==> config.mk <==
export PLATFORM = sky130hd
export DESIGN_NAME = syn_spike_dispatcher
export DESIGN_NICKNAME = d
export VERILOG_FILES = /design/src/rtl/syn_spike_dispatcher.sv
export SDC_FILE = /design/constraint.sdc
export NUM_CORES = 1
export LEC_CHECK = 0
export CORE_MARGIN = 5
export CORE_UTILIZATION = 51
export DETAILED_ROUTE_END_ITERATION = 7
export GPL_ROUTABILITY_DRIVEN = 0
export MAX_ROUTING_LAYER = met4
export PLACE_DENSITY_LB_ADDON = 0.2
export SYNTH_ARGS = -nofsm -noshare
export SYNTH_HDL_FRONTEND = slang
export SYNTH_SLANG_ARGS = --single-unit
==> constraint.sdc <==
create_clock -name clk -period 2.68 [get_ports clk]
set_input_delay 0.536 -clock clk [delete_from_list [all_inputs] [get_ports clk]]
set_output_delay 0.536 -clock clk [all_outputs]
set_load 0.01 [all_outputs]
==> src/rtl/syn_spike_dispatcher.sv <==
// Spike FIFO and weight-read issuer feeding the neuron accumulator with tagged weights.
// Optional SYN_DISP_DROP_CNT_EN enables the saturating dropped-spike counter.
module syn_spike_dispatcher #(
    parameter int DEPTH  = 16,
    parameter int ADDR_W = 7,
    parameter int RD_LAT = 2,
    parameter int CNT_W  = 8
) (
    input  logic              clk,
    input  logic              rst,
    input  logic              kill,
    input  logic              spk_valid,
    input  logic [ADDR_W-1:0] spk_addr,
    input  logic              acc_busy,
    output logic [15:0]       iADDR,
    output logic              R_EN,
    output logic              W_EN,
    input  logic [15:0]       w_in,
    output logic              w_valid,
    output logic [ADDR_W-1:0] w_addr,
    output logic [15:0]       w_data,
    output logic              fifo_full,
    output logic              fifo_empty,
    output logic [CNT_W-1:0]  drop_cnt
);
    localparam int PTR_W = $clog2(DEPTH);
    localparam int CW    = PTR_W + 1;

    typedef enum logic [1:0] {IDLE, ISSUE, HOLD, FLUSH} state_t;

    state_t                         state_q;
    logic [ADDR_W-1:0]              mem_q [DEPTH];
    logic [PTR_W-1:0]               wr_ptr_q, rd_ptr_q;
    logic [CW-1:0]                  cnt_q, cnt_d;
    logic [ADDR_W-1:0]              raddr_q;
    logic                           ren_q;
    logic [RD_LAT-1:0]              vld_pipe_q;
    logic [RD_LAT-1:0][ADDR_W-1:0]  tag_pipe_q;
    logic                           wv_q, full_q, empty_q;
    logic [ADDR_W-1:0]              wa_q;
    logic [15:0]                    wd_q;
    logic                           ignore, push, pop;

    // The cycle after kill falls still counts as flush: no push, no issue.
    always_comb begin
        ignore = kill || (state_q == FLUSH);
        pop    = !ignore && (cnt_q != '0) && !acc_busy;
        push   = !ignore && spk_valid && (cnt_q != CW'(DEPTH));
        cnt_d  = cnt_q;
        if (kill) cnt_d = '0;
        else      cnt_d = cnt_q + CW'(push) - CW'(pop);
    end

    always_ff @(posedge clk) begin
        if (push) mem_q[wr_ptr_q] <= spk_addr;
    end

    always_ff @(posedge clk or negedge rst) begin
        if (!rst) begin
            state_q    <= IDLE;
            wr_ptr_q   <= '0;
            rd_ptr_q   <= '0;
            cnt_q      <= '0;
            raddr_q    <= '0;
            ren_q      <= 1'b0;
            vld_pipe_q <= '0;
            tag_pipe_q <= '0;
            wv_q       <= 1'b0;
            wa_q       <= '0;
            wd_q       <= '0;
            full_q     <= 1'b0;
            empty_q    <= 1'b1;
        end else begin
            cnt_q   <= cnt_d;
            full_q  <= (cnt_d == CW'(DEPTH));
            empty_q <= (cnt_d == '0);
            if (kill) begin
                state_q    <= FLUSH;
                wr_ptr_q   <= '0;
                rd_ptr_q   <= '0;
                ren_q      <= 1'b0;
                vld_pipe_q <= '0;
                wv_q       <= 1'b0;
            end else begin
                if (push) wr_ptr_q <= wr_ptr_q + PTR_W'(1);
                if (pop) begin
                    rd_ptr_q <= rd_ptr_q + PTR_W'(1);
                    raddr_q  <= mem_q[rd_ptr_q];
                end
                ren_q <= pop;
                if (state_q == FLUSH)            state_q <= IDLE;
                else if (pop)                    state_q <= (cnt_d == '0) ? IDLE : ISSUE;
                else if (acc_busy && cnt_d != '0) state_q <= HOLD;
                else                             state_q <= IDLE;
                // Tag pipe is fed from the issue register so its tail lines up with w_in.
                vld_pipe_q[0] <= ren_q;
                tag_pipe_q[0] <= raddr_q;
                for (int i = RD_LAT-1; i > 0; i--) begin
                    vld_pipe_q[i] <= vld_pipe_q[i-1];
                    tag_pipe_q[i] <= tag_pipe_q[i-1];
                end
                wv_q <= vld_pipe_q[RD_LAT-1];
                if (vld_pipe_q[RD_LAT-1]) begin
                    wa_q <= tag_pipe_q[RD_LAT-1];
                    wd_q <= w_in;
                end
            end
        end
    end

`ifdef SYN_DISP_DROP_CNT_EN
    logic [CNT_W-1:0] drop_q;
    logic             drop;

    assign drop = !ignore && spk_valid && (cnt_q == CW'(DEPTH));

    always_ff @(posedge clk or negedge rst) begin
        if (!rst)                       drop_q <= '0;
        else if (drop && drop_q != '1)  drop_q <= drop_q + CNT_W'(1);
    end

    assign drop_cnt = drop_q;
`else
    assign drop_cnt = '0;
`endif

    assign iADDR      = {{(16-ADDR_W){1'b0}}, raddr_q};
    assign R_EN       = ren_q;
    assign W_EN       = 1'b0;
    assign w_valid    = wv_q;
    assign w_addr     = wa_q;
    assign w_data     = wd_q;
    assign fifo_full  = full_q;
    assign fifo_empty = empty_q;
endmodule

== Word-level counts from Yosys, hierarchy flattened ==
Memories as Yosys holds them, arrays and structs flattened. A register that Yosys moved wholly into a read port is not among the register bits.
Cells that the tools add are included.

* Bits in registers: 58
* RAM bits: 112
* Input bits: 28
* Output and inout bits: 52
* Logic and storage cells: 53
* Memories kept: 1

* Add/subtract/negate cells: 4
* Equality and inequality tests: 3
* Multiplexer cells: 15
* Bitwise logic cells: 1
* Reductions and logical operators: 16

{| class="wikitable"
|+ Memory list
! name !! words !! width !! read ports !! clocked after Yosys merged registers in !! write ports !! line !! source
|-
| mem_q || 16 || 7 || 1 || 1 || 1 || 32 || <nowiki>logic [ADDR_W-1:0] mem_q [DEPTH];</nowiki>
|}

{| class="wikitable"
|+ Operators by type and width
! operator !! count
|-
| two-way mux 4 bit || 4
|-
| two-way mux 2 bit || 5
|-
| nonzero test 5 bit || 2
|-
| adder 4 x 1 -> 4 bit (second input constant) || 2
|-
| adder 5 x 1 -> 5 bit || 1
|-
| == test 5 bit (second input constant) || 1
|-
| logical AND 1 bit || 5
|-
| zero test 5 bit || 1
|-
| two-way mux 1 bit || 5
|-
| two-way mux 5 bit || 1
|-
| != test 5 bit (second input constant) || 1
|-
| subtractor 5 x 1 -> 5 bit || 1
|-
| AND reduction 2 bit || 2
|-
| nonzero test 2 bit || 2
|-
| zero test 1 bit || 3
|-
| == test 2 bit (second input constant) || 1
|-
| logical OR 1 bit || 1
|-
| NOT 1 bit || 1
|}

== Logic depth before layout (Yosys ltp) ==
Gate-level depths: netlist of run 1.

* Depth after elaboration: 14
* Gate-level depth with buffers: 13
* Mapped depth without buffers: 13

== Worst setup path before layout of run 1 ==
No wires, ideal clock.

* Kind: in2reg
* From: input port kill
* To: register empty_q (netlist: fifo_empty)
* Setup time: 0.084 ns
* Arrival time: 2.831 ns
* Required time: 2.596 ns
* Path slack: -0.235 ns
* Stages: 13
* Buffers on the path: 1
* Cell sequence: buf_6 > a21o_4 > a311oi_4 > nand2b_1 > o21ai_0 > ha_1 > inv_1 > fa_1 > nand2b_1 > a21oi_1 > xnor2_1 > and4_1 > or2_2

* Word-level cells in the longest chain between the ends: 8
* Elaborated cells on any way between the ends: 10
* Those cells by class: add/sub (2); mux (1); reduce/logical (7)

{| class="wikitable"
|+ Ends and longest elaborated chain
! item !! line !! source
|-
| start: declaration || 11 || <nowiki>input logic kill,</nowiki>
|-
| logical OR 1 bit || 46 || <nowiki>ignore = kill || (state_q == FLUSH);</nowiki>
|-
| zero test 1 bit || 47, 48 ||
|-
| logical AND 1 bit (2 in a row) || 48 || <nowiki>push = !ignore && spk_valid && (cnt_q != CW'(DEPTH));</nowiki>
|-
| adder 5 x 1 -> 5 bit || 51 || <nowiki>else cnt_d = cnt_q + CW'(push) - CW'(pop);</nowiki>
|-
| subtractor 5 x 1 -> 5 bit || 51 ||
|-
| two-way mux 5 bit * || 50 || <nowiki>if (kill) cnt_d = '0;</nowiki>
|-
| zero test 5 bit * || 76 || <nowiki>empty_q <= (cnt_d == '0);</nowiki>
|-
| end signal: assignment || 76 ||
|-
| end: declaration || 39 || <nowiki>logic wv_q, full_q, empty_q;</nowiki>
|}

Mark *: on every way between the ends. The rest lies on a longest branch, timed or not.
A chain may end at the register's enable or synchronous reset.

== Worst setup path in the final report of run 1 ==
* From: input port acc_busy
* To: register empty_q (netlist: fifo_empty)

* Word-level cells in the longest chain between the ends: 5

{| class="wikitable"
|+ Ends and longest elaborated chain
! item !! line !! source
|-
| start: declaration || 14 || <nowiki>input logic acc_busy,</nowiki>
|-
| zero test 1 bit || 47 || <nowiki>pop = !ignore && (cnt_q != '0) && !acc_busy;</nowiki>
|-
| logical AND 1 bit || 47 ||
|-
| subtractor 5 x 1 -> 5 bit || 51 ||
|-
| two-way mux 5 bit || 50 ||
|-
| zero test 5 bit || 76 ||
|}

Every way passes these cells.

==> summary.md, run 1 <==
| Metric | Value |
|---|---|
| Status | `finished clean` |
| Average wire per standard cell | `18.4 um` |
| Post-synth EDFFs | `about 110` |
| PwrDens | `852 nW/um^2` |
| Cell Count, Final, Fillers Out | `701` |
| First-pass GRT wire length | `between 20 and 25 mm` |
| Setup violators final | `0` |
| Synthesized netlist cell count | `407` |
| Worst slew margin | `around 62%` |
| Final worst-path cycle share | `a little over nine tenths` |
| Yosys reg bits | `between 150 and 200` |
| Final ANT Viol Nets | `0` |
| DRC Markers | `0` |
| Count of input and output buffers | `61` |
| Maximum clock rate | `just under 400 MHz` |
| Antenna cells | `0` |
| CTS root buf | `clkbuf_16` |
| Class of the worst hold path | `in -> async` |
| Nets | `547` |
| Largest net degree at the start of global routing | `34` |
| Crit-path max cell delay | `between 0.4 and 0.5 ns` |
| Multi-input logic area | `~2100 sq um` |
| Rows | `43` |
| Initial Util | `approximately 52%` |
| P_leak | `3.38 nW` |
| Worst-Margin Slew | `between 0.5 and 0.6 ns` |
| Cell family with most CP delay | `simple AND/OR/NAND/NOR gates` |
| Worst skew pair latency | `between 0.4 and 0.5 ns` |
| Peak supply drop | `between 0.0004 and 0.0005 V` |
| Routed WL | `12.9 mm` |
| Area growth, synth to finish | `24.8%` |
| FF/Latch Area | `4990 sq um` |
| CTS Hold Bufs | `0` |
| Primary FF master, synth | `edfxtp_1` |
| Initial DRC count | `between 200 and 250` |
| Placed cells | `665` |
| RSZ-0062 raised after global routing | `no` |
| Die W | `129 um` |
| Required time of the critical path | `3.02 ns` |
| Clock sink count | `177` |
| DP HPWL | `approximately 8.9 mm` |
| Post-layout util | `roughly 65%` |
| Synth warn | `0` |
| Total number of vias | `3744` |
| Total grt overflow | `0` |
| Pre-Repair DR Iteration Count | `6` |
| Num ports | `80` |
| Critical Path Slowest Stage Cell | `clkdlybuf4s50_1` |
| Tmin final | `roughly 2.6 ns` |
| CP arrival | `2.91 ns` |
| Vias in the first global route | `3819` |
| GRT Util Overall | `roughly 17%` |
| CTS tree | `yes` |
| FILL cells | `929` |
| Register clock-pin slew on the reported worst setup and hold paths | `0.07 ns` |
| Worst Clk Skew | `just over 0.009 ns` |
| Synthesized area | `between 7000 and 8000 sq um` |
| Final Hold Fails | `0` |
| CP endpoint kind | `flip-flop` |
| Max FO, Critical Path | `3` |
| Maxcap violations | `0` |
| H-tree depth | `4` |
| Buffers & Inverters on Critical Path | `2` |
| Avg Vias per Cell | `approximately 5.3` |
| Hold Slack | `between 0.05 and 0.06 ns` |
| Die H | `about 130 um` |
| Setup TNS | `0 ns` |
| CP startpoint kind | `input pin` |
| Die ar. | `16700 sq um` |
| TritonCTS Buffers | `17` |
| Syn avg cell area | `roughly 18 sq um` |
| Clock buffer depth | `2` |
| Crit path cell chain | `clkdlybuf4s50_1, a311oi_4, nand2b_1, o21ai_2, ha_2, inv_2, fa_2, nand2b_4, a21oi_2, xnor2_1, and4_1, or2_2` |
| Total power | `around 7.7 mW` |
| Top cells by area, synth | `edfxtp_1 46%, dfrtp_1 22%, mux2_2 6.8%, mux4_1 6.5%, mux4_2 3.1%` |
| Synth area leader | `edfxtp_1` |
| Synth async-reset ratio | `36.7%` |
| Initial antenna violation count | `0` |
| Max-slew violations | `0` |
| Critical path class | `in -> reg` |
| Library cells used by synthesis | `39` |
| Share of cells above drive strength 1 | `28.2%` |
| Synth top area share | `between 40% and 50%` |
| Seq/Total Area, Yosys | `68.7%` |
| Core area | `13900 sq um` |
registers in the layout, summed over array words and instances, names as in the netlist:
| name | flops |
|---|---|
| R_EN | 1 |
| cnt_q | 5 |
| fifo_empty | 1 |
| fifo_full | 1 |
| mem_q | 112 |
| raddr_q | 7 |
| rd_ptr_q | 4 |
| state_q | 2 |
| tag_pipe_q | 14 |
| vld_pipe_q | 2 |
| w_addr | 7 |
| w_data | 16 |
| w_valid | 1 |
| wr_ptr_q | 4 |
layer usage:
metal / vias up / part of all wire (%) / global-route usage [%]
li1: 1717 / - / -
met1: 1907 / 44 / 21.5
met2: 103 / 49 / 26.8
met5: - / 0 / -
met3: 17 / 5.8 / 4.78
met4: 0 / 1.2 / 5.25
cells in the mapped netlist, types with 9 or more instances:
master and instances:
a21oi_1 9, and2_1 16, buf_4 20, dfrtp_1 64, edfxtp_1 112, ha_1 10
inv_1 10, mux2_2 44, mux4_1 18, mux4_2 10, nor2_1 14, o22ai_1 14
report_power, final:
group	leakage (nW)	total, mW	internal (mW)	switching (mW)
Combinational	1.26	1.76	1.00	0.753
Clock	0.303	2.46	1.39	1.07
Sequential	1.82	3.51	3.28	0.229
Total	3.38	7.72	5.67	2.05
worst paths after layout:
path / from / endpoint / slack, ns / depth (start not counted)
max in group asynchronous: rst / raddr_q[0]$_DFFE_PN0P_ / 1.94 / 2
setup / recovery: acc_busy / fifo_empty$_DFF_PN1_ / 0.11 / 12
min in group clk: vld_pipe_q[0]$_DFF_PN0_ / vld_pipe_q[1]$_DFF_PN0_ / 0.47 / 1
hold / removal: rst / wr_ptr_q[1]$_DFFE_PN0P_ / 0.05 / 1
setup reg to reg: cnt_q[2]$_DFF_PN0_ / fifo_empty$_DFF_PN1_ / 0.12 / 13
hold reg to reg: vld_pipe_q[0]$_DFF_PN0_ / vld_pipe_q[1]$_DFF_PN0_ / 0.47 / 1
cells in the final DEF (no fill, tap or decap), drive strengths merged, types with 2 or more instances in the layout:
cell / Yosys / final
a21o: 2 / 2
a21oi: 9 / 9
a311oi: 2 / 2
and2: 16 / 16
and4: 2 / 2
buf: 29 / 40
clkbuf: 6 / 21
clkdlybuf4s50: 0 / 59
clkinv: 0 / 3
conb: 1 / 18
dfrtp: 64 / 64
edfxtp: 112 / 112
ha: 10 / 10
inv: 10 / 18
mux2: 44 / 44
mux4: 28 / 28
nand2: 9 / 9
nand2b: 4 / 4
nand4: 2 / 2
nor2: 15 / 15
nor2b: 6 / 6
o21bai: 2 / 2
o22ai: 14 / 14
or2: 2 / 2
xnor2: 5 / 5
xor2: 5 / 5
final cells by class:
type,instances,share of cell area [%]
tap,180,2.48
clock buffer,21,5.55
clock inverter,11,1.15
sequential,177,55.1
multi-input combinational,202,23.4
inverter,10,0.414
timing repair buffer,100,12.0
per-stage QoR:
stage	setup slack, ns	area [sq um]
3_5_place_dp	-0.511	8390
5_1_grt	0.0299	9060
6_report	0.110	9060
3_3_place_gp	-0.411	8390
4_1_cts	0.0134	9010
2_1_floorplan	-0.110	7350
worst register-to-register path: stages, from the launching register on:
cell	delay, ns
dfrtp_1	0.41
inv_2	0.10
ha_4	0.18
a311oi_4	0.09
buf_4	0.16
o21ai_2	0.14
ha_2	0.20
inv_2	0.04
fa_2	0.34
nand2b_4	0.15
a21oi_2	0.13
xnor2_1	0.09
and4_1	0.19
or2_2	0.27
timing repair:
| item | CTS | global route |
|---|---|---|
| gates resized for setup | 5 | 6 |
| pin swaps | 1 | 2 |
| setup buffers | 1 | 3 |
| endpoints found under the setup margin | 4 | 3 |
| cloned | 0 | 0 |
cell families after synthesis:
| group | count (synthesis) | share of synthesized area (%) |
|---|---|---|
| AO/OA/AOI/OAI | 32 | 3.32 |
| XOR/XNOR | 10 | 1.21 |
| adder cells (fa/ha/maj) | 11 | 2.00 |
| buffers and inverters | 45 | 3.84 |
| flip-flops | 177 | 68.7 |
| multiplexers | 73 | 16.6 |
| other | 1 | 0.0516 |
| AND/OR/NAND/NOR | 58 | 4.29 |
No activity file was read; power rests on OpenSTA's default activity.
==> run 2: changes to the inputs <==
--- a/config.mk
+++ b/config.mk
@@ -5,12 +5,15 @@
 export SDC_FILE = /design/constraint.sdc
 export NUM_CORES = 1
 export LEC_CHECK = 0
+export ABC_CLOCK_PERIOD_IN_PS = 2680
 export CORE_MARGIN = 5
 export CORE_UTILIZATION = 51
 export DETAILED_ROUTE_END_ITERATION = 7
 export GPL_ROUTABILITY_DRIVEN = 0
+export GPL_TIMING_DRIVEN = 1
 export MAX_ROUTING_LAYER = met4
 export PLACE_DENSITY_LB_ADDON = 0.2
+export RECOVER_POWER = 25
 export SYNTH_ARGS = -nofsm -noshare
 export SYNTH_HDL_FRONTEND = slang
 export SYNTH_SLANG_ARGS = --single-unit
==> run 2 against run 1 <==
Largest cell class unchanged. Clock-buffer cell count did not move. The run now ends with max-capacitance violations, max-slew violations left. Register-to-register slack barely moved. Wire length fell by 0.18%. Final area fell by 0.14%.
==> summary.md, run 2 (synthesis gave the netlist of run 1 again) <==
| Metric | Value |
|---|---|
| Status | `complete, but fails checks` |
| Failing checks | `max-capacitance violations, max-slew violations` |
| Critical path class | `in -> reg` |
| Largest net degree at the start of global routing | `34` |
| Max reg flops | `roughly 110` |
| Met2 wire length | `about 6.3 mm` |
| Worst R2R Path Depth | `13` |
| Die ar. | `16700 sq um` |
| Total grt overflow | `0` |
| Worst setup path startpoint | `acc_busy` |
| Tmin final | `roughly 2.6 ns` |
| R2R setup slack | `between 0.1 and 0.15 ns` |
| FF-to-FF End | `fifo_empty$_DFF_PN1_` |
| FILL cells | `931` |
| Worst skew pair latency | `roughly 0.42 ns` |
| PwrDens | `853 nW/um^2` |
| Required time of the critical path | `slightly above 3 ns` |
| TritonCTS Buffers | `17` |
| P_leak | `~3.4 nW` |
| Average wire per standard cell | `about 18 um` |
| Worst Setup EP | `fifo_empty$_DFF_PN1_` |
| Die H | `129 um` |
| DP HPWL | `about 8.9 mm` |
| Initial antenna violation count | `0` |
| Setup violators final | `0` |
| Cell family with most CP delay | `simple AND/OR/NAND/NOR gates` |
| Final ANT Viol Nets | `0` |
| Placed cells | `roughly 670` |
| GRT Util Overall | `~17%` |
| Worst path depth | `12` |
| Worst slew margin | `-11.0%` |
| Share of cells above drive strength 1 | `a little over a quarter` |
| RSZ-0062 raised after global routing | `no` |
| Area growth, synth to finish | `24.6%` |
| CP endpoint kind | `flip-flop` |
| Commonest non-fill, non-tap cell in the layout | `edfxtp_1` |
| R2r startpoint | `cnt_q[2]$_DFF_PN0_` |
| Class of the worst hold path | `in -> async` |
| Buffers & Inverters on Critical Path | `2` |
| Max FO, Critical Path | `3` |
| CP arrival | `between 2 and 3 ns` |
| Pre-Repair DR Iteration Count | `4` |
| Wire length on met3 | `827 um` |
| Register clock-pin slew on the reported worst setup and hold paths | `roughly 0.070 ns` |
| Die W | `129 um` |
| Routed WL | `12.9 mm` |
| Clock buffer depth | `2` |
| Top layer in use | `met4` |
| Avg Vias per Cell | `5.35` |
| Count of input and output buffers | `61` |
| Biggest register | `mem_q` |
| Final Hold Fails | `0` |
| Cell Count, Final, Fillers Out | `between 700 and 800` |
| Initial DRC count | `230` |
| Nets | `547` |
| Post-layout util | `about two thirds` |
| Crit-path max cell delay | `around 0.47 ns` |
| CP startpoint kind | `input pin` |
| Max-slew violations | `34` |
| Core area | `around 14000 sq um` |
| Peak supply drop | `0.000446 V` |
| Antenna cells | `0` |
| Num ports | `80` |
| CTS tree | `yes` |
| Total power | `7.72 mW` |
| H-tree depth | `4` |
| M1 WL | `between 5 and 6 mm` |
| DRC Markers | `0` |
| Clock sink count | `177` |
| Maximum clock rate | `389 MHz` |
| Maxcap violations | `1` |
| Vias in the first global route | `3819` |
| Initial Util | `52.1%` |
| Critical Path Slowest Stage Cell | `clkdlybuf4s50_1` |
| First-pass GRT wire length | `20.5 mm` |
| Hold Slack | `0.268 ns` |
| Total number of vias | `~3800` |
| Worst-Margin Slew | `1.67 ns` |
| CTS root buf | `clkbuf_16` |
| Crit path cell chain | `clkdlybuf4s50_1, a311oi_4, nand2b_1, o21ai_2, ha_2, inv_2, fa_2, nand2b_4, a21oi_2, xnor2_1, and4_1, or2_2` |
| Most frequent cells in the layout | `112 x edfxtp_1, 63 x dfrtp_1, 56 x clkdlybuf4s50_1, 44 x mux2_2, 21 x buf_4` |
| Rows | `43` |
| Worst Clk Skew | `roughly 0.009 ns` |
| Final worst-path cycle share | `96.0%` |
==> run 2: power breakdown <==
part           internal (mW)  total, mW  switching (mW)
Sequential              3.28       3.51           0.227
Clock                   1.39       2.46            1.07
Combinational           1.00       1.75           0.754
==> run 2: what timing repair did <==
action                                 in CTS  in global routing
setup endpoints to repair                   4                  3
hold buffers                                0                  0
setup buffers                               1                  3
pin swaps                                   1                  2
endpoints found under the hold margin       0                  0
gates resized for setup                     5                  6
==> run 2: layout make-up <==
cell class	count	area [sq um]	area share, %
Inverter	10	37.5	0.415
Tap cell	180	225	2.49
Timing Repair Buffer	100	1070	11.8
Sequential cell	177	4990	55.1
Clock buffer	21	503	5.56
Clock inverter	11	104	1.15
Multi-Input combinational cell	202	2120	23.4
==> run 2: how the worst min path moves through the flow <==
stage                                  from                      end  cells after the start
finish                                  rst  wr_ptr_q[3]$_DFFE_PN0P_                      1
global route                            rst  wr_ptr_q[2]$_DFFE_PN0P_                      1
CTS                                     rst  wr_ptr_q[3]$_DFFE_PN0P_                      1
detailed placement  vld_pipe_q[0]$_DFF_PN0_  vld_pipe_q[1]$_DFF_PN0_                      1
global placement    vld_pipe_q[0]$_DFF_PN0_  vld_pipe_q[1]$_DFF_PN0_                      1
floorplan                               rst           R_EN$_DFF_PN0_                      0
==> run 2: layer usage <==
layer  global-route usage (%)  vias up
li1                         -     1720
met1                     21.5     1903
met2                     26.8      112
met3                     4.78       17
met4                     5.25        0
met5                        -        -
==> run 2: worst reg2reg max path, delay by kind of cell, from the launching register on <==
family | cells | cell delay, ns
simple gates | 3 | 0.61
flops | 1 | 0.41
fa+ha+maj | 3 | 0.72
buf+inv | 3 | 0.30
xor+xnor | 1 | 0.09
compound gates | 3 | 0.36
==> run 2: through the flow <==
step                      setup slack [ns]  instance area, sq um  TNS (ns)
final                                0.108                  9050         0
after global routing                0.0271                  9050         0
after CTS                           0.0134                  9010         0
after detailed placement            -0.511                  8390     -2.26
after global placement              -0.411                  8390     -1.55
after floorplan                     -0.110                  7350    -0.164
==> run 3: changes to the inputs <==
--- a/config.mk
+++ b/config.mk
@@ -5,9 +5,9 @@
 export SDC_FILE = /design/constraint.sdc
 export NUM_CORES = 1
 export LEC_CHECK = 0
-export ABC_CLOCK_PERIOD_IN_PS = 2680
+export ABC_CLOCK_PERIOD_IN_PS = 2700
 export CORE_MARGIN = 5
-export CORE_UTILIZATION = 51
+export CORE_UTILIZATION = 56
 export DETAILED_ROUTE_END_ITERATION = 7
 export GPL_ROUTABILITY_DRIVEN = 0
 export GPL_TIMING_DRIVEN = 1
==> constraint.sdc (replaced) <==
create_clock -name clk -period 2.7 [get_ports clk]
set_input_delay 0.54 -clock clk [delete_from_list [all_inputs] [get_ports clk]]
set_output_delay 0.54 -clock clk [all_outputs]
set_load 0.01 [all_outputs]
==> run 3 against run 2 <==
The run still ends with max-capacitance violations, max-slew violations left. First-iteration DRC count increased by 17%. Clock skew decreased by 0.0041 ns. Sequential power about the same. Wire length increased by 0.98%. Clock-buffer cell count decreased by 3. Combinational power increased by 2%. Power increased by 0.60%. Clock power increased by 2%. Non-clock buffer count increased by 5. Global-route usage increased by 1.6 points. Critical endpoint is now state_q[1]$_DFF_PN0_.
==> summary.md, run 3 (synthesis gave the netlist of run 1 again) <==
| Metric | Value |
|---|---|
| Nets | `552` |
| Max FO, Critical Path | `3` |
| Share of cells above drive strength 1 | `between 20% and 30%` |
| FF-to-FF End | `state_q[1]$_DFF_PN0_` |
| Initial Util | `57.3%` |
| CTS root buf | `clkbuf_16` |
| Biggest register | `mem_q` |
| CP endpoint kind | `flip-flop` |
| Hold Path Depth | `1` |
| Total number of vias | `between 3000 and 4000` |
| Critical path class | `in -> reg` |
| DRC Markers | `0` |
| Max reg flops | `~110` |
| Worst-Margin Slew | `1.55 ns` |
| Class of the worst hold path | `reg -> reg` |
| DP HPWL | `8.78 mm` |
| Tmin final | `roughly 2.7 ns` |
| Worst hold endpoint | `vld_pipe_q[1]$_DFF_PN0_` |
| Core area | `12700 sq um` |
| Status | `complete, but fails checks` |
| Place WS | `-0.438 ns` |
| Final worst-path cycle share | `98.9%` |
| Antenna cells | `0` |
| Die ar. | `roughly 15000 sq um` |
| RSZ-0062 raised after global routing | `yes` |
| Placed cells | `roughly 660` |
| Maximum clock rate | `approximately 370 MHz` |
| Average wire per standard cell | `about 19 um` |
| Routed WL | `roughly 13 mm` |
| Multi-input logic area | `~2100 sq um` |
| Peak supply drop | `0.000549 V` |
| FF/Latch Area | `about 5000 sq um` |
| Worst skew pair latency | `~0.42 ns` |
| Commonest non-fill, non-tap cell in the layout | `edfxtp_1` |
| Worst Clk Skew | `roughly 0.0050 ns` |
| CP startpoint kind | `input pin` |
| P_leak | `approximately 3.4 nW` |
| Max-slew violations | `66` |
| Rows | `between 40 and 50` |
| GRT Util Overall | `a little under a fifth` |
| Final ANT Viol Nets | `0` |
| Initial DRC count | `between 200 and 300` |
| Die H | `around 120 um` |
| Register clock-pin slew on the reported worst setup and hold paths | `0.06 ns` |
| Worst slew margin | `-3.12%` |
| R2R setup slack | `roughly 0.040 ns` |
| Setup violators final | `0` |
| Avg Vias per Cell | `5.42` |
| Most frequent cells in the layout | `112 x edfxtp_1, 64 x dfrtp_1, 59 x clkdlybuf4s50_1, 44 x mux2_2, 25 x buf_4` |
| Cell Count, Final, Fillers Out | `between 600 and 700` |
| Worst hold start | `vld_pipe_q[0]$_DFF_PN0_` |
| First-pass GRT wire length | `roughly 20 mm` |
| Maxcap violations | `1` |
| Pre-Repair DR Iteration Count | `4` |
| Worst R2R Path Depth | `13` |
| Area growth, synth to finish | `25.9%` |
| CTS Hold Bufs | `0` |
| Final Hold Fails | `0` |
| Setup TNS | `0 ns` |
| PwrDens | `between 800 and 900 nW/um^2` |
| TritonCTS Buffers | `17` |
| Setup ws final | `0.0308 ns` |
| Failing checks | `max-capacitance violations, max-slew violations` |
| R2r startpoint | `cnt_q[0]$_DFF_PN0_` |
| FILL cells | `785` |
| CTS tree | `yes` |
| H-tree depth | `4` |
| Clock buffer depth | `2` |
| Total grt overflow | `0` |
| Count of input and output buffers | `61` |
| Clock sink count | `about 180` |
| Num ports | `80` |
| Initial antenna violation count | `0` |
| Largest net degree at the start of global routing | `66` |
| Vias in the first global route | `about 3700` |
| Die W | `~120 um` |
| CP arrival | `between 2 and 3 ns` |
| Required time of the critical path | `3.01 ns` |
[run 3: routing by layer]
layer  GRT usage (%)  vias up  part of all wire (%)
li1                -     1733                     -
met1            23.8     1901                    43
met2            29.3      125                    49
met3            4.68       21                   6.8
met4            6.37        0                   1.8
met5               -        -                     0
[run 3: timing repair]
item,CTS,global route
setup endpoints to repair,3,4
pin swaps,0,12
setup buffers,1,4
gates resized for setup,2,14
[run 3: cell type report]
cell class              instances  share of cell area (%)
flip-flops and latches        177                    54.6
multi-input cells             202                    23.4
repair buffers                105                    12.6
clock buffers                  18                    4.69
well taps                     172                    2.35
clock inverters                14                    1.93
inverters                      10                   0.411
[run 3: how the worst max path moves through the flow]
stage                               from                   end  slack (ns)  depth (start not counted)
floorplan                           kill  fifo_empty$_DFF_PN1_       -0.09                         13
global placement                    kill  fifo_empty$_DFF_PN1_       -0.40                         13
detailed placement                  kill  fifo_empty$_DFF_PN1_       -0.44                         13
CTS                                 kill  fifo_empty$_DFF_PN1_       0.008                         13
global route        state_q[1]$_DFF_PN0_  state_q[1]$_DFF_PN0_       -0.07                         12
finish                         spk_valid  state_q[1]$_DFF_PN0_        0.03                         13
[run 3: critical path, cell delays in order]
cell	delay (ns)
clkdlybuf4s50_1	0.46
inv_1	0.09
a31oi_4	0.19
nand2b_1	0.13
o21ai_2	0.13
ha_2	0.19
inv_2	0.05
fa_2	0.40
nand2b_4	0.16
a21oi_4	0.16
xnor2_2	0.14
and4_4	0.25
o21bai_1	0.08
[run 3: through the flow]
step                      util, %  hold slack (ns)  area, sq um  power, mW
final                        72.2            0.471         9140       7.77
after global routing         72.2            0.495         9140       8.15
after CTS                    71.5            0.305         9060       7.78
after detailed placement     66.5            0.455         8430       5.27
after global placement       66.5            0.452         8430       5.19
after floorplan                 -            0.244         7350       4.42
[run 3: power by group]
group | switching [mW] | internal [mW]
logic | 0.754 | 1.04
clock network | 1.02 | 1.47
registers | 0.223 | 3.25
total | 2.00 | 5.76
